**config.mk**
```make
export PLATFORM = sky130hd
export DESIGN_NAME = alu_arbiter
export DESIGN_NICKNAME = d
export VERILOG_FILES = /design/src/rtl/alu_arb_pkg.sv /design/src/rtl/rr_arbiter2.sv /design/src/rtl/alu_arbiter.sv
export SDC_FILE = /design/constraint.sdc
export NUM_CORES = 1
export LEC_CHECK = 0
export CAP_MARGIN = 25
export CORE_MARGIN = 5
export CORE_UTILIZATION = 35
export DETAILED_ROUTE_END_ITERATION = 8
export HOLD_SLACK_MARGIN = 0.06
export PLACE_DENSITY = 0.77
export SYNTH_ARGS = -nofsm -noshare
export SYNTH_HDL_FRONTEND = slang
export SYNTH_HIERARCHICAL = 1
export SYNTH_SLANG_ARGS = --single-unit
```
**constraint.sdc**
```tcl
create_clock -name clk -period 2.7 [get_ports clk]
set_input_delay 0.81 -clock clk [delete_from_list [all_inputs] [get_ports clk]]
set_output_delay 0.81 -clock clk [all_outputs]
set_load 0.01 [all_outputs]
```
**src/rtl/alu_arb_pkg.sv**
```systemverilog
// Shared types and constants for the two-requester ALU arbiter:
// FSM state encoding, ALU op codes and the registered-operation control struct.
package alu_arb_pkg;

    typedef enum logic [1:0] {
        IDLE  = 2'd0,
        ISSUE = 2'd1,
        RESP  = 2'd2
    } arb_state_e;

    // Op codes are carried through to the shared ALU untouched; named here
    // only so surrounding code and benches can refer to them symbolically.
    localparam logic [2:0] ALU_ADD = 3'd0;
    localparam logic [2:0] ALU_SUB = 3'd1;
    localparam logic [2:0] ALU_AND = 3'd2;
    localparam logic [2:0] ALU_OR  = 3'd3;
    localparam logic [2:0] ALU_XOR = 3'd4;
    localparam logic [2:0] ALU_SLT = 3'd5;
    localparam logic [2:0] ALU_SLL = 3'd6;
    localparam logic [2:0] ALU_SRL = 3'd7;

    // Width-independent part of an accepted operation; the N-bit operands
    // live beside it in the top level because N is a module parameter.
    typedef struct packed {
        logic [2:0] ctrl;
        logic [4:0] shamt;
        logic       owner;
    } op_ctrl_t;

    // Requester index encoded by a one-hot two-way grant.
    function automatic logic grant_owner(input logic [1:0] gnt);
        return gnt[1];
    endfunction

endpackage

```
**src/rtl/rr_arbiter2.sv**
```systemverilog
// Two-way round-robin grant selector. The grant is combinational so the
// requester sees ready in the same cycle it raises valid; the priority
// pointer (last_grant_r) only advances when the caller signals an accept.
module rr_arbiter2 (
    input  logic       clk,
    input  logic       reset_n,
    input  logic [1:0] req,
    input  logic       update,
    output logic [1:0] gnt
);

    // 1 means requester 1 was granted last, so requester 0 wins the next tie.
    logic last_grant_r;
    logic [1:0] gnt_s;

    // Select a single winner: lone requester wins, a tie goes to the one not served last.
    always_comb begin
        gnt_s = 2'b00;
        case (req)
            2'b01:   gnt_s = 2'b01;
            2'b10:   gnt_s = 2'b10;
            2'b11:   gnt_s = last_grant_r ? 2'b01 : 2'b10;
            default: gnt_s = 2'b00;
        endcase
    end

    assign gnt = gnt_s;

    // Advance the priority pointer only on an actual accept.
    always_ff @(posedge clk) begin
        if (!reset_n) begin
            last_grant_r <= 1'b1;
        end else if (update) begin
            last_grant_r <= gnt_s[1];
        end else begin
            last_grant_r <= last_grant_r;
        end
    end

endmodule

```
**src/rtl/alu_arbiter.sv**
```systemverilog
// Shares one external ALU between two requesters. Each operation walks
// IDLE -> ISSUE -> RESP: operands are latched on accept, presented to the
// ALU for exactly one cycle, and the result is held for the owner until it
// is taken. Optional grant statistics are built only when the macro
// ALU_ARB_STATS_EN is defined; otherwise gnt_cnt0/gnt_cnt1 are tied to zero.
module alu_arbiter
    import alu_arb_pkg::*;
#(
    parameter int N = 32
) (
    input  logic         clk,
    input  logic         reset_n,
    input  logic         req0_valid,
    input  logic         req1_valid,
    output logic         req0_ready,
    output logic         req1_ready,
    input  logic [N-1:0] req0_a,
    input  logic [N-1:0] req0_b,
    input  logic [N-1:0] req1_a,
    input  logic [N-1:0] req1_b,
    input  logic [2:0]   req0_ctrl,
    input  logic [2:0]   req1_ctrl,
    input  logic [4:0]   req0_shamt,
    input  logic [4:0]   req1_shamt,
    output logic         rsp0_valid,
    output logic         rsp1_valid,
    input  logic         rsp0_ready,
    input  logic         rsp1_ready,
    output logic [N-1:0] rsp0_result,
    output logic [N-1:0] rsp1_result,
    output logic         rsp0_zero,
    output logic         rsp1_zero,
    output logic [N-1:0] alu_a,
    output logic [N-1:0] alu_b,
    output logic [2:0]   alu_control,
    output logic [4:0]   alu_shamt,
    input  logic [N-1:0] alu_result,
    input  logic         alu_zero,
    output logic [15:0]  gnt_cnt0,
    output logic [15:0]  gnt_cnt1
);

    arb_state_e   state_r;
    logic [N-1:0] op_a_r;
    logic [N-1:0] op_b_r;
    op_ctrl_t     op_r;
    logic [N-1:0] res_r;
    logic         zero_r;
    logic [1:0]   rsp_valid_r;

    logic [1:0]   req_s;
    logic [1:0]   gnt_s;
    logic         accept_s;
    logic         rsp_done_s;

    assign req_s = {req1_valid, req0_valid};

    // reset_n gates accept so ready stays low for the whole reset window.
    assign accept_s = reset_n && (state_r == IDLE) && (req_s != 2'b00);

    assign rsp_done_s = (state_r == RESP) &&
                        (op_r.owner ? (rsp_valid_r[1] && rsp1_ready)
                                    : (rsp_valid_r[0] && rsp0_ready));

    rr_arbiter2 u_rr_arbiter2 (
        .clk     (clk),
        .reset_n (reset_n),
        .req     (req_s),
        .update  (accept_s),
        .gnt     (gnt_s)
    );

    assign req0_ready  = accept_s && gnt_s[0];
    assign req1_ready  = accept_s && gnt_s[1];

    assign rsp0_valid  = rsp_valid_r[0];
    assign rsp1_valid  = rsp_valid_r[1];
    assign rsp0_result = res_r;
    assign rsp1_result = res_r;
    assign rsp0_zero   = zero_r;
    assign rsp1_zero   = zero_r;

    // Operation FSM: latch on accept, capture the ALU in ISSUE, hold the response until taken.
    always_ff @(posedge clk) begin
        if (!reset_n) begin
            state_r     <= IDLE;
            op_a_r      <= '0;
            op_b_r      <= '0;
            op_r        <= '0;
            res_r       <= '0;
            zero_r      <= 1'b0;
            rsp_valid_r <= 2'b00;
        end else begin
            case (state_r)
                IDLE: begin
                    if (accept_s) begin
                        op_a_r      <= gnt_s[1] ? req1_a     : req0_a;
                        op_b_r      <= gnt_s[1] ? req1_b     : req0_b;
                        op_r.ctrl   <= gnt_s[1] ? req1_ctrl  : req0_ctrl;
                        op_r.shamt  <= gnt_s[1] ? req1_shamt : req0_shamt;
                        op_r.owner  <= grant_owner(gnt_s);
                        state_r     <= ISSUE;
                    end
                end
                ISSUE: begin
                    res_r       <= alu_result;
                    zero_r      <= alu_zero;
                    rsp_valid_r <= op_r.owner ? 2'b10 : 2'b01;
                    state_r     <= RESP;
                end
                RESP: begin
                    if (rsp_done_s) begin
                        rsp_valid_r <= 2'b00;
                        state_r     <= IDLE;
                    end
                end
                default: begin
                    rsp_valid_r <= 2'b00;
                    state_r     <= IDLE;
                end
            endcase
        end
    end

    // Present the latched operation to the ALU only during ISSUE; a quiet ADD of zeros otherwise.
    always_comb begin
        if (state_r == ISSUE) begin
            alu_a       = op_a_r;
            alu_b       = op_b_r;
            alu_control = op_r.ctrl;
            alu_shamt   = op_r.shamt;
        end else begin
            alu_a       = '0;
            alu_b       = '0;
            alu_control = ALU_ADD;
            alu_shamt   = 5'd0;
        end
    end

`ifdef ALU_ARB_STATS_EN
    logic [15:0] gnt_cnt0_r;
    logic [15:0] gnt_cnt1_r;

    // Count accepts per requester, sticking at all-ones instead of wrapping.
    always_ff @(posedge clk) begin
        if (!reset_n) begin
            gnt_cnt0_r <= 16'h0000;
            gnt_cnt1_r <= 16'h0000;
        end else begin
            if (req0_ready && (gnt_cnt0_r != 16'hFFFF)) begin
                gnt_cnt0_r <= gnt_cnt0_r + 16'h0001;
            end
            if (req1_ready && (gnt_cnt1_r != 16'hFFFF)) begin
                gnt_cnt1_r <= gnt_cnt1_r + 16'h0001;
            end
        end
    end

    assign gnt_cnt0 = gnt_cnt0_r;
    assign gnt_cnt1 = gnt_cnt1_r;
`else
    assign gnt_cnt0 = 16'h0000;
    assign gnt_cnt1 = 16'h0000;
`endif

endmodule
```
# Word level (Yosys, flattened, before mapping)
# Cells that the tools add are included.
totals:
  regBits: 111
  out_inout_bits: 174
  wordCells: 46
op_classes:
  mux: 16
  n_eq_ne: 7
  n_reduce_logical: 12
  bitwise: 1
op_table:
  columns: ["cell", "count"]
  rows:
  - ["$mux 32", 4]
  - ["$pmux 2 s3", 3]
  - ["$mux 5", 2]
  - ["$mux 2", 4]
  - ["$logic_and 1x1->1", 7]
  - ["$eq 2x2->1 const B", 3]
  - ["$mux 3", 2]
  - ["$reduce_and 2->1", 3]
  - ["$eq 2x1->1 const B", 2]
  - ["$ne 2x2->1 const B", 2]
  - ["$logic_not 2->1", 1]
  - ["$reduce_bool 2->1", 1]
  - ["$mux 1", 1]
  - ["$not 1->1", 1]

# Logic depth before layout (Yosys ltp)
# Gate-level depths: netlist of run 1.
logic_depth:
  ltp_word: 5
  depth_mapped: 7

# Modules after synthesis
# The synthesis of run 1 kept the hierarchy.
by_module_without_submodules:
  columns: ["mod", "instances", "cells_each", "area_each_um2"]
  rows:
  - ["alu_arbiter", 1, 632, 5724.2]
  - ["rr_arbiter2", 1, 7, 57.6]

# Least setup slack after synthesis of run 1
# OpenSTA, ideal clock, no wires.
synth_path:
  path_type: "input -> output"
  start: "input port reset_n"
  end: "output port req0_ready"
  arrival_time_ps: 1864
  cell_stages: 6
  t_required_ps: 1890
  path_slack_ps: 26
  cell_sequence: "or3b_1 -> or2_1 -> clkbuf_1 -> buf_6 -> inv_1 -> and2_1"
synth_via:
  elab_chain_cells: 3
synth_lines:
  columns: ["element", "line", "source"]
  rows:
  - ["start: declaration", "alu_arbiter.sv:12", "input logic reset_n,"]
  - ["$logic_and 1x1->1 (2 in series)", "alu_arbiter.sv:59", "assign accept_s = reset_n && (state_r == IDLE) && (req_s != 2'b00);"]
  - ["via accept_s", "alu_arbiter.sv:53", "logic accept_s;"]
  - ["$logic_and 1x1->1", "alu_arbiter.sv:73", "assign req0_ready = accept_s && gnt_s[0];"]
  - ["end: declaration", "alu_arbiter.sv:15", "output logic req0_ready,"]
# The timed path passes the listed nets, and every way through them passes these cells.

# Worst setup path in the final report of run 1
# Ends and elaborated chain as after synthesis.

==> results of run 1 <==
==> stage by stage <==
step / hold slack (ns) / worst slack, ns / power, uW / area (um2)
global placement: 0.441 / -0.495 / 3200 / 8860
finish: 0.453 / 0.0765 / 4560 / 9170
global route: 0.478 / 0.0340 / 4810 / 9170
CTS: 0.458 / -0.0613 / 4640 / 9120
floorplan: 0.434 / 0.0258 / 2630 / 5900
detailed placement: 0.448 / -0.516 / 3220 / 8860
==> metal layers <==
metal / track usage, % / share of wire (%) / vias up
met3: 5.66 / 9.7 / 15
met1: 17.9 / 37 / 2275
met4: 4.26 / 1.2 / 2
met2: 31.1 / 52 / 208
met5: 0 / 0.076 / -
li1: - / - / 2528
==> logic make-up after synthesis <==
family          synth area share, %
mux                            25.1
other cells                  0.0649
flops                          38.4
buf+inv                        12.5
compound gates                 5.28
simple gates                   18.6
==> registers in the layout, indices dropped and copies added, names as in the netlist <==
register and flops:
rsp0_result 32, rsp_valid_r 2, op_b_r 32, u_rr_arbiter2/last_grant_r 1, op_r 9, rsp0_zero 1, op_a_r 32, state_r 2
==> worst max-delay path: stages <==
cell and delay (ns):
buf_4 0.09, or3b_4 0.39, or2_4 0.24, inv_2 0.06
and2_1 0.11, buf_2 0.12
==> Yosys cell counts, types with 2 or more instances <==
library cell,instances
buf_4,65
nor2_1,2
a31o_2,2
mux2i_1,145
buf_2,3
and2_1,73
inv_1,5
a211o_1,2
nor2b_1,2
nor3b_1,2
nand2_1,140
a21boi_0,34
dfxtp_1,111
clkbuf_1,36
buf_6,6
==> worst max-delay path by stage <==
| stage | end | slack (ns) | depth (start not counted) |
|---|---|---|---|
| after floorplan | req0_ready | 0.03 | 6 |
| after global placement | req0_ready | -0.49 | 6 |
| after detailed placement | req0_ready | -0.52 | 6 |
| after CTS | alu_a[7] | -0.06 | 5 |
| after global routing | alu_a[10] | 0.03 | 5 |
| final | req0_ready | 0.08 | 6 |
==> area by class of cell <==
cell class              count  area share [%]
repair buffers            340            36.6
multi-input cells         444            32.5
clock inverters             4           0.764
clock buffers              11            2.65
well taps                 220            3.00
flip-flops and latches    111            24.2
inverters                   5           0.205
==> power breakdown <==
part	total (uW)	switching (uW)	internal (uW)
logic	1210	516	691
registers	1930	98.8	1830
clock network	1420	586	832
==> what timing repair did <==
item                       in CTS  in global routing
hold endpoints to repair        0                  0
gates resized for setup        65                 23
setup endpoints to repair     113                 25
==> results.sh, run 1 <==
export IMPL_hp_class="reg2reg"
export IMPL_grt_first_pass_wirelength_um=26000
export IMPL_synth_avg_cell_area_um2=9.05
export IMPL_cap_violations=0
export IMPL_rows=47
export IMPL_drt_wl_total_um=17100
export IMPL_crit_required_ns=1.89
export IMPL_powerDensity_nw_per_um2=497
export IMPL_die_y_um=139
export IMPL_final_core_util_pct=55.9
export IMPL_relSlewSlack_pct=58.3
export IMPL_path_clk_slew_ns=0.07
export IMPL_finalHoldViolCount=0
export IMPL_rsz0062_at_grt="no"
export IMPL_ctsHoldBuffers=0
export IMPL_area_growth_pct=58.6
export IMPL_r2r_end="op_a_r[24]$_SDFFE_PN0P_"
export IMPL_hpwl_um=13200
export IMPL_grt_max_degree=67
export IMPL_gp_congestion=0.773
export IMPL_track_usage_pct=16.7
export IMPL_setup_viol=0
export IMPL_cts_tree="yes"
export IMPL_holdPathEnd="op_b_r[15]$_SDFFE_PN0P_"
export IMPL_drcViolationCount=0
export IMPL_nFillCells=1514
export IMPL_drt_first_pass_iters=4
export IMPL_ctsRootBufferMaster="clkbuf_16"
export IMPL_synth_edff_count=0
export IMPL_avgViaCountPerCell=4.43
export IMPL_synth_top_cell_by_area="dfxtp_1"
export IMPL_period_share_pct=97.2
export IMPL_cts_buffer_depth=2
export IMPL_ys_warn_count=6
export IMPL_finalSetupTns_ns=0
export IMPL_worstSetupStartpointType="primary input"
export IMPL_cp_max_fo=3
export IMPL_yosys_most_used_dff="dfxtp_1"
export IMPL_crit_arrival_ns=1.81
export IMPL_layout_nets=1094
export IMPL_r2r_start="state_r[0]$_SDFFE_PN0P_"
export IMPL_final_common_cell="clkdlybuf4s50_1"
export IMPL_final_cells=1135
export IMPL_dp_cells=1120
export IMPL_fin_worst_skew_ns=0.00530
export IMPL_clock_sinks=111
export IMPL_cts_buffers=9
export IMPL_seq_area_um2=2220
export IMPL_syn_area_um2=5780
export IMPL_wire_per_inst_um=15.1
export IMPL_dr_first_iter_drc_count=115
export IMPL_vias=5028
export IMPL_clock_fmax_mhz=381
export IMPL_die_area_um2=19200
export IMPL_yosysTopAreaCellShare_pct=38.4
export IMPL_drive_gt1_share_pct=4.48
export IMPL_yosys_cell_types_count=26
export IMPL_initial_core_util_pct=35.2
export IMPL_grt_pass1_vias=4800
export IMPL_reg2reg_slack_ns=0.70
export IMPL_startpoint="reset_n"
export IMPL_crit_type="in2out"
export IMPL_holdPathStages=2
export IMPL_worst_pin_slew_ns=0.625
export IMPL_htreeDepth=3
export IMPL_ys_ff_latch=111
export IMPL_port_buffer_count=324
export IMPL_min_period_ns=2.62
export IMPL_synthTopCellsByArea="dfxtp_1 38%, mux2i_1 25%, nand2_1 9.1%, buf_4 8.4%, and2_1 7.9%"
export IMPL_multi_input_area_um2=2980
export IMPL_pin_count=357
export IMPL_irDropWorstVdd_v=0.000340
export IMPL_clock_latency_ns=0.34
export IMPL_final_cell_mix="247 x clkdlybuf4s50_1, 145 x mux2i_1, 140 x nand2_1"
export IMPL_post_cts_buffers=0
export IMPL_die_x_um=139
export IMPL_end_kind="output pin"
export IMPL_drv_slew=0
export IMPL_synth_cells=639
export IMPL_seq_area_frac_synth_pct=38.4
export IMPL_core_area_um2=16400
export IMPL_hp_start="op_b_r[15]$_SDFFE_PN0P_"
export IMPL_antenna_found_initial=1
export IMPL_ant_nets=0
export IMPL_n_antenna_cell=0
export IMPL_grt_overflow_total=0
export IMPL_status="finished, final reports clean"
export IMPL_synthArstFlopShare_pct=0
export IMPL_r2r_cells=5
export IMPL_power_leakage_uw=0.00448
No activity file was read; power rests on OpenSTA's default activity.
==> run 2: changes to the inputs <==
--- a/config.mk
+++ b/config.mk
@@ -9,7 +9,7 @@
 export CORE_MARGIN = 5
 export CORE_UTILIZATION = 35
 export DETAILED_ROUTE_END_ITERATION = 8
-export HOLD_SLACK_MARGIN = 0.06
+export HOLD_SLACK_MARGIN = 0.03
 export PLACE_DENSITY = 0.77
 export SYNTH_ARGS = -nofsm -noshare
 export SYNTH_HDL_FRONTEND = slang
==> results of run 2 <==
Same layout as run 1: the final DEF is identical, and so are final timing and power.
==> run 3: changes to the inputs <==
--- a/config.mk
+++ b/config.mk
@@ -5,6 +5,7 @@
 export SDC_FILE = /design/constraint.sdc
 export NUM_CORES = 1
 export LEC_CHECK = 0
+export ABC_CLOCK_PERIOD_IN_PS = 2700
 export CAP_MARGIN = 25
 export CORE_MARGIN = 5
 export CORE_UTILIZATION = 35
==> results of run 3 <==
Same layout as run 1: the final DEF is identical, and so are final timing and power.
